--- config.mk ---
export PLATFORM = sky130hd
export DESIGN_NAME = pulse_width_timer
export DESIGN_NICKNAME = d
export VERILOG_FILES = /design/src/rtl/pipeline_types.sv /design/src/rtl/pwt_channel.sv /design/src/rtl/pulse_width_timer.sv
export SDC_FILE = /design/constraint.sdc
export NUM_CORES = 1
export LEC_CHECK = 0
export ABC_AREA = 1
export ABC_CLOCK_PERIOD_IN_PS = 1700
export BUFFER_PORTS_ARGS = -buffer_cell sky130_fd_sc_hd__buf_2
export CORE_MARGIN = 2
export CORE_UTILIZATION = 55
export CTS_BUF_LIST = sky130_fd_sc_hd__clkbuf_2 sky130_fd_sc_hd__clkbuf_4 sky130_fd_sc_hd__clkbuf_8
export CTS_CLUSTER_SIZE = 25
export DETAILED_ROUTE_END_ITERATION = 10
export PLACE_DENSITY = 0.77
export SYNTH_ARGS = -nofsm -noshare
export SYNTH_HDL_FRONTEND = slang
export SYNTH_SLANG_ARGS = --single-unit
--- constraint.sdc ---
create_clock -name i_clk -period 1.7 [get_ports i_clk]
set_clock_uncertainty 0.1 [all_clocks]
set_input_delay 0 -clock i_clk [delete_from_list [all_inputs] [get_ports i_clk]]
set_output_delay 0 -clock i_clk [all_outputs]
set_load 0.005 [all_outputs]
--- src/rtl/pipeline_types.sv ---
// Shared types and defaults for the pulse-width timer (WS2812-style line decoding).
// The PWT_SAT_FLAG_EN build uses the capture struct to carry the saturation flag.
package pipeline_types;

  localparam int PWT_DEFAULT_WIDTH       = 10;
  localparam int PWT_WS2812_RESET_THRESH = 400;

  typedef struct packed {
    logic level;
    logic sat;
  } pwt_capture_t;

endpackage

--- src/rtl/pwt_channel.sv ---
// One pulse-width measurement channel: edge detect, saturating counter, capture and reset-gap strobe.
// Optional feature macro: PWT_SAT_FLAG_EN adds o_sat, set when the captured width is full scale.
module pwt_channel
  import pipeline_types::*;
#(
  parameter int WIDTH        = PWT_DEFAULT_WIDTH,
  parameter int RESET_THRESH = PWT_WS2812_RESET_THRESH
) (
  input  logic             i_clk,
  input  logic             i_reset_n,
  input  logic             i_count_enable,
  input  logic             i_data,
  output logic             o_valid,
  output logic [WIDTH-1:0] o_width,
  output logic             o_level,
`ifdef PWT_SAT_FLAG_EN
  output logic             o_reset_det,
  output logic             o_sat
`else
  output logic             o_reset_det
`endif
);

  localparam logic [WIDTH-1:0] CNT_MAX = '1;
  localparam logic [WIDTH-1:0] THRESH  = WIDTH'(RESET_THRESH);

  logic             data_prev_q, data_prev_d;
  logic [WIDTH-1:0] count_q, count_d;
  logic [WIDTH-1:0] width_q, width_d;
  logic             valid_q, valid_d;
  logic             reset_det_q, reset_det_d;
  logic             edge_det;

`ifdef PWT_SAT_FLAG_EN
  pwt_capture_t     cap_q, cap_d;
`else
  logic             level_q, level_d;
`endif

  always_comb begin
    edge_det    = (i_data != data_prev_q);
    data_prev_d = i_data;
    count_d     = count_q;
    if (edge_det)
      count_d = '0;
    else if (i_count_enable && count_q != CNT_MAX)
      count_d = count_q + 1'b1;

    valid_d = edge_det;
    width_d = edge_det ? count_q : width_q;
    // Fires only on the transition into the threshold during a low period; an edge clears the
    // counter so it can never reach the threshold on that same cycle.
    reset_det_d = !data_prev_q && (count_d == THRESH) && (count_q != THRESH);

`ifdef PWT_SAT_FLAG_EN
    cap_d = cap_q;
    if (edge_det) begin
      cap_d.level = data_prev_q;
      cap_d.sat   = (count_q == CNT_MAX);
    end
`else
    level_d = edge_det ? data_prev_q : level_q;
`endif
  end

  always_ff @(posedge i_clk or negedge i_reset_n) begin
    if (!i_reset_n) begin
      data_prev_q <= 1'b0;
      count_q     <= '0;
      width_q     <= '0;
      valid_q     <= 1'b0;
      reset_det_q <= 1'b0;
`ifdef PWT_SAT_FLAG_EN
      cap_q       <= '0;
`else
      level_q     <= 1'b0;
`endif
    end else begin
      data_prev_q <= data_prev_d;
      count_q     <= count_d;
      width_q     <= width_d;
      valid_q     <= valid_d;
      reset_det_q <= reset_det_d;
`ifdef PWT_SAT_FLAG_EN
      cap_q       <= cap_d;
`else
      level_q     <= level_d;
`endif
    end
  end

  assign o_valid     = valid_q;
  assign o_width     = width_q;
  assign o_reset_det = reset_det_q;
`ifdef PWT_SAT_FLAG_EN
  assign o_level     = cap_q.level;
  assign o_sat       = cap_q.sat;
`else
  assign o_level     = level_q;
`endif

endmodule

--- src/rtl/pulse_width_timer.sv ---
// Multi-channel pulse-width timer: NUM_CH independent pwt_channel instances sharing one count strobe.
// Optional feature macro: PWT_SAT_FLAG_EN adds the per-channel o_sat output.
module pulse_width_timer
  import pipeline_types::*;
#(
  parameter int NUM_CH       = 1,
  parameter int WIDTH        = PWT_DEFAULT_WIDTH,
  parameter int RESET_THRESH = PWT_WS2812_RESET_THRESH
) (
  input  logic                          i_clk,
  input  logic                          i_reset_n,
  input  logic                          i_count_enable,
  input  logic [NUM_CH-1:0]             i_data,
  output logic [NUM_CH-1:0]             o_valid,
  output logic [NUM_CH-1:0][WIDTH-1:0]  o_width,
  output logic [NUM_CH-1:0]             o_level,
`ifdef PWT_SAT_FLAG_EN
  output logic [NUM_CH-1:0]             o_reset_det,
  output logic [NUM_CH-1:0]             o_sat
`else
  output logic [NUM_CH-1:0]             o_reset_det
`endif
);

  for (genvar gi = 0; gi < NUM_CH; gi++) begin : g_ch
    pwt_channel #(
      .WIDTH        (WIDTH),
      .RESET_THRESH (RESET_THRESH)
    ) u_channel (
      .i_clk          (i_clk),
      .i_reset_n      (i_reset_n),
      .i_count_enable (i_count_enable),
      .i_data         (i_data[gi]),
      .o_valid        (o_valid[gi]),
      .o_width        (o_width[gi]),
      .o_level        (o_level[gi]),
`ifdef PWT_SAT_FLAG_EN
      .o_reset_det    (o_reset_det[gi]),
      .o_sat          (o_sat[gi])
`else
      .o_reset_det    (o_reset_det[gi])
`endif
    );
  end

endmodule

Word level (Yosys, flattened, before mapping)
Cells that the tools add are included.
Word-level totals
  register bits: 24
  input bits: 4
  output and inout bits: 13
  logic and storage cells: 17
Operators by class
  mux-type cells: 2
  reduce and logical (&&, ||, !) cells: 4
  equal/unequal tests: 4
  $add $sub $neg: 1
Operators with widths (count)
  10-bit 2-to-1 mux: 2
  10-bit by 1-bit adder with 10-bit output (second input constant): 1
  10-bit by 9-bit == test with 1-bit output (second input constant): 1
  10-bit != test (second input constant): 1
  10-bit by 9-bit != test with 1-bit output (second input constant): 1
  1-bit logical AND: 3
  1-bit logical NOT: 1
  1-bit != test: 1

Logic depth before layout (Yosys ltp)
Gate-level depths: netlist of run 1.
  depth in word-level cells: 7
  depth in mapped cells: 12
  mapped depth without buffers: 12

Worst setup path after synthesis of run 1
No wires, ideal clock.
  kind: reg-to-reg
  start point: register g_ch[0].u_channel.count_q[0]
  end point: register g_ch[0].u_channel.reset_det_q
  arrival: 1.345 ns
  buffers on the path: 1
  period minus slack after synthesis: 1.559 ns
  setup time: 0.114 ns
  required time: 1.486 ns
  cell stages (with the launch flop): 12
  path slack: 0.141 ns
  path through: dfrtp_1 ha_1 nand3_2 nor2_4 nand2_4 buf_6 a21oi_1 nand2_1 nand3_2 nor2_1 nand2_1 nor2_1
On the way
  longest elaborated chain between the ends: 7
  elaborated cells between the ends (all ways): 9
  those cells by class: 1 x add/sub; 3 x eq/ne; 2 x mux; 3 x reduce/logical
RTL lines
  start, declared: line pwt_channel.sv:28  | logic [WIDTH-1:0] count_q, count_d;
  start signal, assigned: line pwt_channel.sv:80  | count_q <= count_d;
  parallel branches: the longest is 6 deep, another holds 10-bit by 1-bit adder with 10-bit output
  1-bit logical AND *: line pwt_channel.sv:53  | reset_det_d = !data_prev_q && (count_d == THRESH) && (count_q != THRESH);
  via g_ch[0].u_channel.reset_det_d: line pwt_channel.sv:31  | logic reset_det_q, reset_det_d;
  end signal, assigned: line pwt_channel.sv:83  | reset_det_q <= reset_det_d;
  end, declared: line pwt_channel.sv:31
Mark *: on every way through the listed nets, which the timed path passes.
A chain may end at the register's enable or synchronous reset.

Worst setup path after layout of run 1
  start point: register g_ch[0].u_channel.count_q[1]
  end point: register g_ch[0].u_channel.reset_det_q
The elaborated chain is that of the path after synthesis.

==> results of run 1 <==
routing by layer:
layer  share of wire  track usage
met5               0            0
met4           0.054        0.117
met2            0.46        0.421
met3           0.084       0.0263
met1            0.40        0.306
where the power goes:
part / internal, mW / switching (mW) / total, mW / leakage, nW
Combinational: 0.0648 / 0.0966 / 0.161 / 0.533
Clock: 0.0829 / 0.153 / 0.236 / 0.0138
Sequential: 0.598 / 0.0214 / 0.620 / 0.320
sequential cells by signal, indices dropped and copies added, names as in the netlist:
register / cells
g_ch.u_channel.o_valid: 1
g_ch.u_channel.count_q: 10
g_ch.u_channel.o_reset_det: 1
g_ch.u_channel.data_prev_q: 1
g_ch.u_channel.o_level: 1
g_ch.u_channel.o_width: 10
cell families (layout without fill, tap and decap cells):
group | count (synthesis) | in the layout | share of synthesized area
buffers and inverters | 27 | 56 | 0.0923
adder cells (fa/ha/maj) | 2 | 2 | 0.0207
flip-flops | 24 | 24 | 0.498
AND/OR/NAND/NOR | 85 | 86 | 0.329
XOR/XNOR | 1 | 1 | 0.00726
AO/OA/AOI/OAI | 12 | 12 | 0.0529
metrics by stage:
step                      setup WS [ns]  hold WS, ns  power (mW)
after floorplan                   0.141       -0.396       0.705
final                           0.00515       0.0823        1.02
after global routing             -0.105        0.129        1.07
after CTS                        0.0118       0.0981        1.01
after detailed placement        -0.0481      -0.0972       0.768
after global placement           0.0322       -0.104       0.760
critical path, cell delays in order (launching register included):
cell and delay, ns:
dfrtp_1 0.43, ha_4 0.17, nand3_4 0.08, buf_4 0.15
nor2_1 0.18, nand3_1 0.15, nand3_2 0.11, nand3_2 0.05
nor2_1 0.08, nand2_1 0.05, nor2_1 0.09
worst paths after layout:
| path | startpoint | endpoint | slack [ns] | cells past startpoint |
|---|---|---|---|---|
| worst min register to register | g_ch[0].u_channel.o_width[7] | g_ch[0].u_channel.o_width[7] | 0.38 | 2 |
| worst min-delay path | i_reset_n | g_ch[0].u_channel.o_width[8] | 0.08 | 2 |
| worst max register to register | g_ch[0].u_channel.count_q[1] | g_ch[0].u_channel.o_reset_det | 0.005 | 10 |
| min in group i_clk | i_data | g_ch[0].u_channel.data_prev_q | 0.25 | 2 |
| max in group asynchronous | i_reset_n | g_ch[0].u_channel.count_q[0] | 1.04 | 2 |
| worst max-delay path | g_ch[0].u_channel.count_q[1] | g_ch[0].u_channel.o_reset_det | 0.005 | 10 |
what timing repair did:
action,4_1_cts,5_1_grt
pin swaps,2,5
buffers inserted,2,2
hold buffers,3,0
endpoints found under the hold margin,28,0
endpoints found under the setup margin,1,1
cloned,1,0
resized for setup,4,10
final cells by class:
type,instances,area (um^2),area share
repair buffers,30,196,0.132
flip-flops and latches,24,603,0.405
clock buffers,3,22.5,0.0151
well taps,27,33.8,0.0227
inverters,23,86.3,0.0579
multi-input cells,101,548,0.368
Yosys cell counts:
| library cell | number |
|---|---|
| nand3_1 | 12 |
| inv_2 | 1 |
| nand4_1 | 5 |
| clkbuf_1 | 1 |
| nor2_4 | 1 |
| nand2_1 | 49 |
| buf_2 | 2 |
| nand3b_1 | 1 |
| ha_1 | 2 |
| a21o_2 | 1 |
| nand2_4 | 1 |
| xor2_1 | 1 |
| o21ai_0 | 9 |
| nor3_1 | 1 |
| or2_1 | 1 |
| nand3_2 | 4 |
| dfrtp_1 | 24 |
| a21oi_1 | 2 |
| nor2_1 | 9 |
| inv_1 | 22 |
| nor2_2 | 1 |
| buf_6 | 1 |
cell usage in the layout (no fill, tap or decap), drive strengths merged:
master,Yosys,routed
a21o,1,1
a21oi,2,2
buf,3,27
clkbuf,1,3
dfrtp,24,24
dlygate4sd3,0,3
ha,2,2
inv,23,23
nand2,50,51
nand3,16,16
nand3b,1,1
nand4,5,5
nor2,11,11
nor3,1,1
o21ai,9,9
or2,1,1
xor2,1,1
==> impl_metrics.yaml, run 1 <==
route:
  route.vias.total: 1163
  drtIter0Drc: 55
  drc_errors: 0
  drtPass1Iterations: 5
  vias_per_cell: 5.59
  antenna_left: 0
  wire_per_inst_um: 14.0
  drt-total-wl_um: 2910
placed_design:
  numPlacedInstances: 197
  placed_area_um2: 1350
  io_buffers: 16
  place_congestion: 0.872
  dp_hpwl_um: 1960
sta:
  setup_tns_ns: 0
  fin_crit_sh: 0.997
  setup_viol_count_final: 0
  slew-limit-headroom: 0.658
  fin_crit_ns: 1.69
  fmax_mhz: 590
  slew_viol_final: 0
  hold_viol: 0
  rsz0062_at_grt: "true"
  worstMarginPinSlew_ns: 0.513
synth:
  syn_avg_cell_area_um2: 7.99
  synth_top_area_share: 0.498
  ys_ff_latch: 24
  yosys.area.top_type: "dfrtp_1"
  yosysSeqAreaShare: 0.498
  yosys-top-cells-area: "dfrtp_1, nand2_1, inv_1"
  syn_area_um2: 1210
  synth_cell_types: 22
  synth_cells: 151
  synth_nets: 157
  synth_warnings: 0
finish:
  fin_nets: 189
  drive_gt1_frac: 0.276
  final_core_util: 0.737
  area_growth_pct: 23.5
  fillerInstances: 157
  fin_area_um2: 1490
  final_cells: 208
  n_antenna_cell: 0
power:
  p_leak_nw: 0.867
  peakVddDrop_v: 0.000470
  powerDensity_nw_per_um2: 683
setup_path:
  critPathArrivalTime_ns: 1.85
  cp_data_required_time_ns: 1.85
  path_class: "reg -> reg"
  endpoint_kind: "flop"
  startpoint_type: "flop"
  critPathMaxFanout: 3
floorplanning:
  fp.dieArea_um2: 2580
  coreArea_um2: 2020
  rows: 16
  start_util: 0.597
  die_w_um: 50.8
  io_pins: 17
  chipHeight_um: 50.8
status:
  status: "complete, no violations"
flow_run:
  drv_cap: 0
global_route:
  globalRoute.totalOverflow: 0
  grt_start_max_net_pins: 25
  grt_usage: 0.244
  grt_pass1_wl_um: 4660
  grt_pass1_vias: 1058
  antenna_found_initial: 0
clock_tree:
  cts_root_buf: "clkbuf_4"
  clk_pin_slew_ns: 0.12
  cts_buffers: 3
  tritoncts: "yes"
  h-tree-depth: 1
  clock_latency_ns: 0.31
  clk_path_buf_depth: 2
  numClockSinks: 24
worst_hold_path:
  hold_class: "in -> async"
No activity file was read; power rests on OpenSTA's default activity.
==> run 2: changes to the inputs <==
CORE_ASPECT_RATIO = 1.4   (was not set)
CORE_UTILIZATION = 45   (was 55)
PLACE_DENSITY = 0.65   (was 0.77)
==> run 2 against run 1 <==
Utilization down 17 points. Hold slack worse by 0.0085 ns. Flip-flop and latch count unchanged. Clock power up 6%. Sequential power about the same. Critical path depth unchanged. Maximum frequency up 1.2%. Die area up 21%. Non-clock buffer count down 5. Count of clock-buffer cells in the layout unchanged. Critical path type unchanged. Largest power group unchanged. Highest routed layer unchanged.
==> impl_metrics.yaml, run 2 (same netlist as run 1, synthesis figures left out) <==
setup_path:
  crit_chain: "buf_4 > nand4_1 > nor2_2 > nand3_1 > nand2_1 > nand3_1 > nand2_1 > inv_1 > nand2_1 > nor2_1"
  path_class: "reg -> reg"
  crit_family: "simple AND/OR/NAND/NOR gates"
  critPathBufInv: 2
  cp_data_required_time_ns: 1.82
  worst_path_most_repeated_cell: "nand2_1"
  endpoint_kind: "flop"
  critPathMaxFanout: 4
  slowest_delay_ns: 0.43
  startpoint_type: "flop"
  critPathArrivalTime_ns: 1.79
  slowest_stage: "dfrtp_1"
sta:
  fin_ws_ns: 0.0252
  hold_viol: 0
  fin_crit_ns: 1.67
  rsz0062_at_grt: "true"
  setup_viol_count_final: 0
  worstMarginPinSlew_ns: 0.519
  slew_viol_final: 0
  fmax_mhz: 597
  slew-limit-headroom: 0.654
  fin_crit_sh: 0.985
finish:
  fillerInstances: 257
  fin_nets: 184
  final_cell_mix: "nand2_1, dfrtp_1, inv_1"
  drive_gt1_frac: 0.273
  n_antenna_cell: 0
  area_growth_pct: 22.6
  layout_commonest_cell: "nand2_1"
  final_cells: 212
global_route:
  antenna_found_initial: 0
  globalRoute.totalOverflow: 0
  grt_usage: 0.187
  grt_pass1_wl_um: 4300
  grt_pass1_vias: 1001
  grt_start_max_net_pins: 25
floorplanning:
  io_pins: 17
  chipHeight_um: 65.3
  fp.dieArea_um2: 3120
  start_util: 0.466
  coreArea_um2: 2590
  die_w_um: 47.8
  rows: 22
route:
  wire_per_inst_um: 12.3
  drt-total-wl_um: 2620
  drc_errors: 0
  antenna_left: 0
  vias_per_cell: 4.99
  drtIter0Drc: 41
  route.vias.total: 1057
  drtPass1Iterations: 5
clock_tree:
  clk_pin_slew_ns: 0.13
  clock_latency_ns: 0.32
  h-tree-depth: 1
  cts_root_buf: "clkbuf_4"
  clk_path_buf_depth: 2
  tritoncts: "yes"
  numClockSinks: 24
  cts_buffers: 3
power:
  internal-power_mw: 0.752
  power.share.sequential: 0.598
  combPwrFrac: 0.162
  power_switching_mw: 0.285
  clockPowerShare: 0.240
  peakVddDrop_v: 0.000380
  powerDensity_nw_per_um2: 701
  p_sw_frac: 0.275
  p_leak_nw: 0.843
placed_design:
  post-place-ws_ns: -0.0335
  numPlacedInstances: 202
  dp_hpwl_um: 1750
  io_buffers: 16
  place_congestion: 0.823
flow_run:
  drv_cap: 0
status:
  status: "complete, no violations"
worst_hold_path:
  hold_class: "in -> async"
run 2: worst paths after layout:
| check | from | end | slack, ns | cells past startpoint |
|---|---|---|---|---|
| max | g_ch[0].u_channel.count_q[0] | g_ch[0].u_channel.o_reset_det | 0.03 | 10 |
| max in group asynchronous | i_reset_n | g_ch[0].u_channel.count_q[2] | 1.06 | 2 |
| min in group i_clk | i_data | g_ch[0].u_channel.data_prev_q | 0.24 | 2 |
| max reg2reg | g_ch[0].u_channel.count_q[0] | g_ch[0].u_channel.o_reset_det | 0.03 | 10 |
| min reg2reg | g_ch[0].u_channel.o_width[7] | g_ch[0].u_channel.o_width[7] | 0.38 | 2 |
| min | i_reset_n | g_ch[0].u_channel.o_valid | 0.07 | 2 |
run 2: layout make-up:
type | count | area, um^2 | share of cell area
timing repair buffer | 25 | 155 | 0.105
inverter | 23 | 86.3 | 0.0584
clock buffer | 3 | 22.5 | 0.0152
multi-input combinational | 101 | 568 | 0.384
sequential | 24 | 602 | 0.407
tap | 36 | 45.0 | 0.0305
run 2: metal layers:
metal | vias to the layer above | global-route usage | part of all wire
li1 | 523 | - | -
met1 | 483 | 0.234 | 0.41
met2 | 43 | 0.310 | 0.52
met3 | 8 | 0.0247 | 0.052
met4 | 0 | 0.0743 | 0.020
met5 | - | 0 | 0
run 2: metrics by stage:
step	power [mW]	setup TNS, ns	utilization	hold slack (ns)	instance area [um^2]
6_report	1.04	0	0.572	0.0738	1480
5_1_grt	1.09	-0.0932	0.572	0.130	1480
4_1_cts	1.02	0	0.547	0.0995	1420
3_5_place_dp	0.765	-0.0335	0.514	-0.0934	1330
3_3_place_gp	0.763	0	0.514	-0.0989	1330
2_1_floorplan	0.705	0	-	-0.396	1210
run 2: repair_timing:
| action | 4_1_cts | 5_1_grt |
|---|---|---|
| endpoints found under the setup margin | 1 | 1 |
| gates cloned | 1 | 0 |
| gates resized for setup | 3 | 15 |
| endpoints found under the hold margin | 28 | 0 |
| hold buffers | 3 | 0 |
| buffers inserted | 2 | 1 |
| pin swaps | 2 | 8 |
run 2: power groups by stage:
stage / Sequential [mW] / Combinational [mW] / Clock, mW
2_1_floorplan: 0.628 / 0.0771 / 0
3_3_place_gp: 0.626 / 0.137 / 0
3_5_place_dp: 0.627 / 0.138 / 0
4_1_cts: 0.617 / 0.152 / 0.252
5_1_grt: 0.624 / 0.193 / 0.278
6_report: 0.620 / 0.168 / 0.249
